[config.mk]
export PLATFORM = sky130hd
export DESIGN_NAME = multi_asset_arb_engine
export DESIGN_NICKNAME = d
export VERILOG_FILES = /design/src/rtl/multi_asset_arb_engine.sv
export SDC_FILE = /design/constraint.sdc
export NUM_CORES = 2
export LEC_CHECK = 0
export BUFFER_PORTS_ARGS = -buffer_cell sky130_fd_sc_hd__clkbuf_2
export CELL_PAD_IN_SITES_DETAIL_PLACEMENT = 1
export CELL_PAD_IN_SITES_GLOBAL_PLACEMENT = 2
export CORE_UTILIZATION = 30
export DETAILED_ROUTE_END_ITERATION = 12
export GPL_TIMING_DRIVEN = 0
export PLACE_DENSITY = 0.58
export RECOVER_POWER = 50
export SLEW_MARGIN = 40
export SYNTH_ARGS = -nofsm -noshare
export SYNTH_HDL_FRONTEND = slang
export SYNTH_SLANG_ARGS = --single-unit
[constraint.sdc]
create_clock -name clk_core -period 13.33 [get_ports clk_core]
set_clock_uncertainty 0.2 [all_clocks]
set_input_delay 0.6665 -clock clk_core [delete_from_list [all_inputs] [get_ports clk_core]]
set_output_delay 0.6665 -clock clk_core [all_outputs]
set_load 0.05 [all_outputs]
[src/rtl/multi_asset_arb_engine.sv]
// multi_asset_arb_engine
//   Multi-instrument threshold trading core. Tagged price updates are
//   registered (stage 0), evaluated against a per-asset baseline and
//   cooldown timer (stage 1), and triggering moves are queued as orders in
//   a show-ahead FIFO that drives the order port.
//
// Optional feature macro: ARB_KILL_SWITCH_EN (adds trade_halt input).
//
// Ports
//   clk_core, rst            : core clock, synchronous active-high reset
//   trade_halt               : (ARB_KILL_SWITCH_EN only) suppress triggers
//   price_valid/asset_id/data: price update strobe, instrument, price
//   order_valid/ready        : order handshake
//   order_asset_id/side/price: head order fields (side 0=BUY, 1=SELL)
//   order_latency            : tick-to-trade of the last accepted order
//   trades_executed/dropped  : saturating handshake / overflow counters
//   engine_active            : stage 1 busy or orders queued
//
// Handshake: an order transfers on a rising edge where order_valid and
// order_ready are both high. order_valid never depends on order_ready in
// the same cycle, and while order_valid is high without acceptance the
// order_* fields hold steady.
module multi_asset_arb_engine #(
   parameter int                 NUM_ASSETS  = 4,
   parameter int                 PRICE_W     = 64,
   parameter logic [PRICE_W-1:0] THRESH      = PRICE_W'(100),
   parameter int                 COOLDOWN    = 16,
   parameter int                 ORDER_DEPTH = 8,
   localparam int                ID_W        = (NUM_ASSETS > 1) ? $clog2(NUM_ASSETS) : 1
) (
   input  logic               clk_core,
   input  logic               rst,
`ifdef ARB_KILL_SWITCH_EN
   input  logic               trade_halt,
`endif
   input  logic               price_valid,
   input  logic [ID_W-1:0]    price_asset_id,
   input  logic [PRICE_W-1:0] price_data,
   output logic               order_valid,
   input  logic               order_ready,
   output logic [ID_W-1:0]    order_asset_id,
   output logic               order_side,
   output logic [PRICE_W-1:0] order_price,
   output logic [31:0]        order_latency,
   output logic [31:0]        trades_executed,
   output logic [31:0]        trades_dropped,
   output logic               engine_active
);

   localparam int COOL_W = (COOLDOWN > 0) ? $clog2(COOLDOWN + 1) : 1;
   localparam int PTR_W  = $clog2(ORDER_DEPTH);
   localparam int ENT_W  = ID_W + 1 + PRICE_W + 32;

   logic               halt;
`ifdef ARB_KILL_SWITCH_EN
   assign halt = trade_halt;
`else
   assign halt = 1'b0;
`endif

   logic [31:0]        tick;

   // stage 0 registers
   logic               s0_valid;
   logic [ID_W-1:0]    s0_id;
   logic [PRICE_W-1:0] s0_price;
   logic [31:0]        s0_tick;

   // per-asset table
   logic [PRICE_W-1:0] base [NUM_ASSETS];
   logic [NUM_ASSETS-1:0] seen;
   logic [COOL_W-1:0]  cool [NUM_ASSETS];

   // order FIFO; entry = {id, side, price, sample tick}
   logic [ENT_W-1:0]   fifo_mem [ORDER_DEPTH];
   logic [PTR_W-1:0]   rd_ptr;
   logic [PTR_W-1:0]   wr_ptr;
   logic [PTR_W:0]     count;
   logic [ENT_W-1:0]   head;

   // stage 1 evaluation
   logic [PRICE_W-1:0] cur_base;
   logic [PRICE_W-1:0] diff;
   logic               cur_seen;
   logic               side;
   logic               trigger;
   logic               full;
   logic               pop;
   logic               push;
   logic               drop;

   always_comb begin
      cur_base = base[s0_id];
      cur_seen = seen[s0_id];
      side     = (s0_price > cur_base);
      // larger minus smaller keeps the magnitude exact without a sign bit
      diff     = side ? (s0_price - cur_base) : (cur_base - s0_price);
      trigger  = s0_valid && cur_seen && (diff >= THRESH) &&
                 (cool[s0_id] == '0) && !halt;
      full     = (count == (PTR_W+1)'(ORDER_DEPTH));
      pop      = order_valid && order_ready;
      // a full FIFO still accepts when the head leaves in the same cycle
      push     = trigger && (!full || pop);
      drop     = trigger && !push;
   end

   always_ff @(posedge clk_core) begin
      if (rst) begin
         tick     <= '0;
         s0_valid <= 1'b0;
         s0_id    <= '0;
         s0_price <= '0;
         s0_tick  <= '0;
      end else begin
         tick     <= tick + 32'd1;
         // out-of-range ids never reach stage 1
         s0_valid <= price_valid && (32'(price_asset_id) < 32'(NUM_ASSETS));
         if (price_valid) begin
            s0_id    <= price_asset_id;
            s0_price <= price_data;
            s0_tick  <= tick;
         end
      end
   end

   always_ff @(posedge clk_core) begin
      if (rst) begin
         seen <= '0;
         for (int i = 0; i < NUM_ASSETS; i++) cool[i] <= '0;
      end else begin
         for (int i = 0; i < NUM_ASSETS; i++)
            if (cool[i] != '0) cool[i] <= cool[i] - 1'b1;
         // the reload below is later in the block, so it wins over the decrement
         if (s0_valid) begin
            if (!cur_seen) begin
               base[s0_id] <= s0_price;
               seen[s0_id] <= 1'b1;
            end else if (trigger) begin
               base[s0_id] <= s0_price;
               cool[s0_id] <= COOL_W'(COOLDOWN);
            end
         end
      end
   end

   always_ff @(posedge clk_core) begin
      if (push) fifo_mem[wr_ptr] <= {s0_id, side, s0_price, s0_tick};
   end

   always_ff @(posedge clk_core) begin
      if (rst) begin
         rd_ptr <= '0;
         wr_ptr <= '0;
         count  <= '0;
      end else begin
         if (push) wr_ptr <= wr_ptr + 1'b1;
         if (pop)  rd_ptr <= rd_ptr + 1'b1;
         case ({push, pop})
            2'b10:   count <= count + 1'b1;
            2'b01:   count <= count - 1'b1;
            default: count <= count;
         endcase
      end
   end

   always_ff @(posedge clk_core) begin
      if (rst) begin
         order_latency   <= '0;
         trades_executed <= '0;
         trades_dropped  <= '0;
      end else begin
         if (pop) begin
            order_latency <= tick - head[31:0];
            if (trades_executed != '1) trades_executed <= trades_executed + 32'd1;
         end
         if (drop && trades_dropped != '1) trades_dropped <= trades_dropped + 32'd1;
      end
   end

   // head fields are gated so an empty FIFO presents all-zero outputs
   assign head           = fifo_mem[rd_ptr];
   assign order_valid    = (count != '0);
   assign order_asset_id = order_valid ? head[ENT_W-1 -: ID_W]     : '0;
   assign order_side     = order_valid ? head[32+PRICE_W]          : 1'b0;
   assign order_price    = order_valid ? head[32 +: PRICE_W]       : '0;
   assign engine_active  = s0_valid || order_valid;

endmodule

==> qor.yml <==
timing:
  fmax_ghz: 0.0934
  maxSlewHeadroom_pct: -30.3
  min_period_ns: 10.71
  holdWs_ns: 0.0957
  setup_viol: 0
  slew_violations: 12
  timing.final.ws_setup_ns: 2.62
  fin_crit_sh_pct: 80.4
  rsz0062_at_grt: "no"
  worst_slew_pin_slew_ns: 1.95
  hold_viol_final: 0
placed_design:
  gp_congestion: 0.837
  dp_hpwl_um: 132000
  io_buffers: 233
  post-place-ws_ns: 2.32
  dp_cells: 7155
final_layout:
  fin_cells: 7504
  area_growth_syn_to_layout_pct: 20.4
  final_cell_mix: "edfxtp_1, nor2_1, dfxtp_1"
  final_common_cell: "edfxtp_1"
  post-route-util_pct: 36.4
  seq_area_um2: 36800
  num-fill-cells: 20465
  multi_input_area_um2: 20700
  fin_nets: 4994
  drive_gt1_share_pct: 18.2
pwr:
  seqPwrFrac_pct: 42.0
  power_frac_clock_pct: 37.7
  p_sw_w: 0.00332
  p_int_w: 0.00762
  comb_power_share_pct: 20.3
  p_leak_nw: 24.6
  ir_drop_mv: 0.122
  switching_share_pct: 30.4
  power.density_nw_per_um2: 154
clock_network:
  cts_root_buf: "clkbuf_16"
  cts_max_level: 4
  clkTransAtPathRegs_ns: 0.06
  postCtsSetupRepairBufs: 0
  cts_made_buffers: 151
  cts_tree: "built"
  ctsResizeCount: 0
  numClockSinks: 1314
  hold_buffers: 65
  cts_max_path_buffers: 3
  clk_latency_ns: 0.81
synthesis:
  synth_seq_area_share_pct: 62.5
  synth_area_leaders: "edfxtp_1, mux4_2, dfxtp_1, mux2i_1, ha_1"
  synth-adder-area-share_pct: 3.75
  synth.distinct_cells: 88
  yosys.area_share.simple_pct: 7.92
  ys_async_sr_fraction_pct: 0
  synth_compound_area_share_pct: 6.77
  synthFlopType: "edfxtp_1"
  synth_top_family_by_area: "multiplexers"
  synthDominantCellAreaShare_pct: 53.4
  syn_nets: 4425
  muxShareOfSynthArea_pct: 14.1
  ys_seq_elements: 1314
  syn_avg_cell_area_um2: 14.1
  yosysTopAreaCell: "edfxtp_1"
  synth_xor_area_share_pct: 2.45
  syn_inst: 4181
  synth_enable_flop_cells: 1048
  yosysWarningCount: 0
  synth_area_um2: 58900
die:
  ios: 235
  dieArea_um2: 198000
  initial_utilization_pct: 30.2
  core_area_um2: 195000
  die_y_um: 445
  dieWidth_um: 445
  num_rows: 162
global_route:
  grt_pass1_wl_um: 265000
  grt_max_degree: 18
  grt_pass1_vias: 39323
  grt_overflow: 0
  antenna_found_initial: 10
  globalRouteTotalUtil_pct: 18.0
critical_path:
  cp_slowest_cell: "nor4_1"
  start_kind: "flip-flop"
  crit_type: "flip-flop to flip-flop"
  critical_path_required_ns: 13.68
  path_max_fanout: 10
  crit_top_cell: "buf_2"
  cpPeakStageDelay_ns: 0.77
  worstPathArrival_ns: 11.06
  end_kind: "flip-flop"
route:
  detail-route-antenna-nets: 0
  vias: 36946
  dr.pass1.iters: 5
  drc: 0
  wl_um: 178000
  routedWlPerCell_um: 23.8
  viasPerCell: 4.92
  drtIter0Drc: 2392
flow_run:
  timing.max_cap.violations: 1
worst_hold_path:
  min_path_type: "input pin to flip-flop"
status:
  violations: "capacitance limit, slew limit"
  outcome: "finished with violations"
==> cell type report <==
| type | instances | share of cell area [%] |
|---|---|---|
| antenna | 4 | 0.0141 |
| buffer | 197 | 1.22 |
| clock buffer | 200 | 5.76 |
| clock inverter | 79 | 1.25 |
| inverter | 189 | 1.00 |
| multi-input combinational | 2481 | 29.2 |
| sequential | 1314 | 51.9 |
| tap | 2624 | 4.63 |
| timing repair buffer | 416 | 5.02 |
==> per-stage QoR <==
| step | TNS, ns | area [um2] | total power (W) |
|---|---|---|---|
| floorplan | 0 | 58900 | 0.00618 |
| detailed placement | 0 | 65400 | 0.00694 |
| CTS | 0 | 71000 | 0.0111 |
| finish | 0 | 70900 | 0.0109 |
| global route | 0 | 70900 | 0.0114 |
| global placement | -6438.27 | 63400 | 0.00689 |
==> cell families after synthesis <==
family / Yosys count
AO/OA/AOI/OAI: 644
XOR/XNOR: 165
adder cells (fa/ha/maj): 174
buffers and inverters: 386
flip-flops: 1314
multiplexers: 499
AND/OR/NAND/NOR: 999
==> cells in the mapped netlist, types with 55 or more instances <==
cell type,n
xnor2_1,91
nand4_1,55
mux2i_1,226
ha_1,170
xor2_1,74
mux4_2,263
a21oi_1,263
edfxtp_1,1048
nor2_1,411
inv_1,188
clkbuf_1,121
dfxtp_1,266
nand2_1,214
nand3_1,58
o21ai_0,117
==> worst paths after layout <==
check | startpoint | endpoint | cells after the start | slack [ns]
worst max-delay path | flip-flop | base[0][30]$_DFFE_PP_ | 29 | 2.62
worst min-delay path | price_asset_id[1] | flip-flop | 3 | 0.1
worst max register to register | flip-flop | base[0][30]$_DFFE_PP_ | 29 | 2.62
worst min register to register | order_latency[18]$_SDFFE_PP0P_ | order_latency[18]$_SDFFE_PP0P_ | 2 | 0.25
==> state kept, by name, indices dropped and copies added (netlist names), named ones only <==
signal           cells
rd_ptr               3
fifo_mem           792
trades_executed     32
tick                32
seen                 4
s0_price            64
trades_dropped      32
count                4
cool                20
order_latency       32
s0_id                2
wr_ptr               3
base               256
s0_valid             1
s0_tick             32
==> worst max-delay path: cells and delay by family, from the launching register on <==
kind	cells	cell delay [ns]
xor gates and xnor gates	1	0.10
adders and majority gates	1	0.29
DFF	1	0.39
and+or+nand+nor	9	3.66
muxes	2	0.70
buffers and inverters	13	4.05
AOI/OAI and AO/OA	3	1.01
==> metal layers <==
layer  vias to the layer above  part of all wire, %  wire length, um  global-route usage, %
li1                      17057                    -                -                      -
met1                     19104                   46            81300                   24.0
met2                       580                   49            87000                   30.4
met3                       205                  3.3             5890                   2.58
met4                         0                  2.3             4170                   4.89
met5                         -                    0                0                      0
==> power groups by stage <==
stage | clock [W] | sequential [W] | combinational, W
floorplan | 0 | 0.00471 | 0.00147
global placement | 0 | 0.00468 | 0.00221
detailed placement | 0 | 0.00468 | 0.00226
CTS | 0.00425 | 0.00459 | 0.00228
global route | 0.00439 | 0.00460 | 0.00241
finish | 0.00413 | 0.00459 | 0.00222
(Power assumes the default switching activity.)
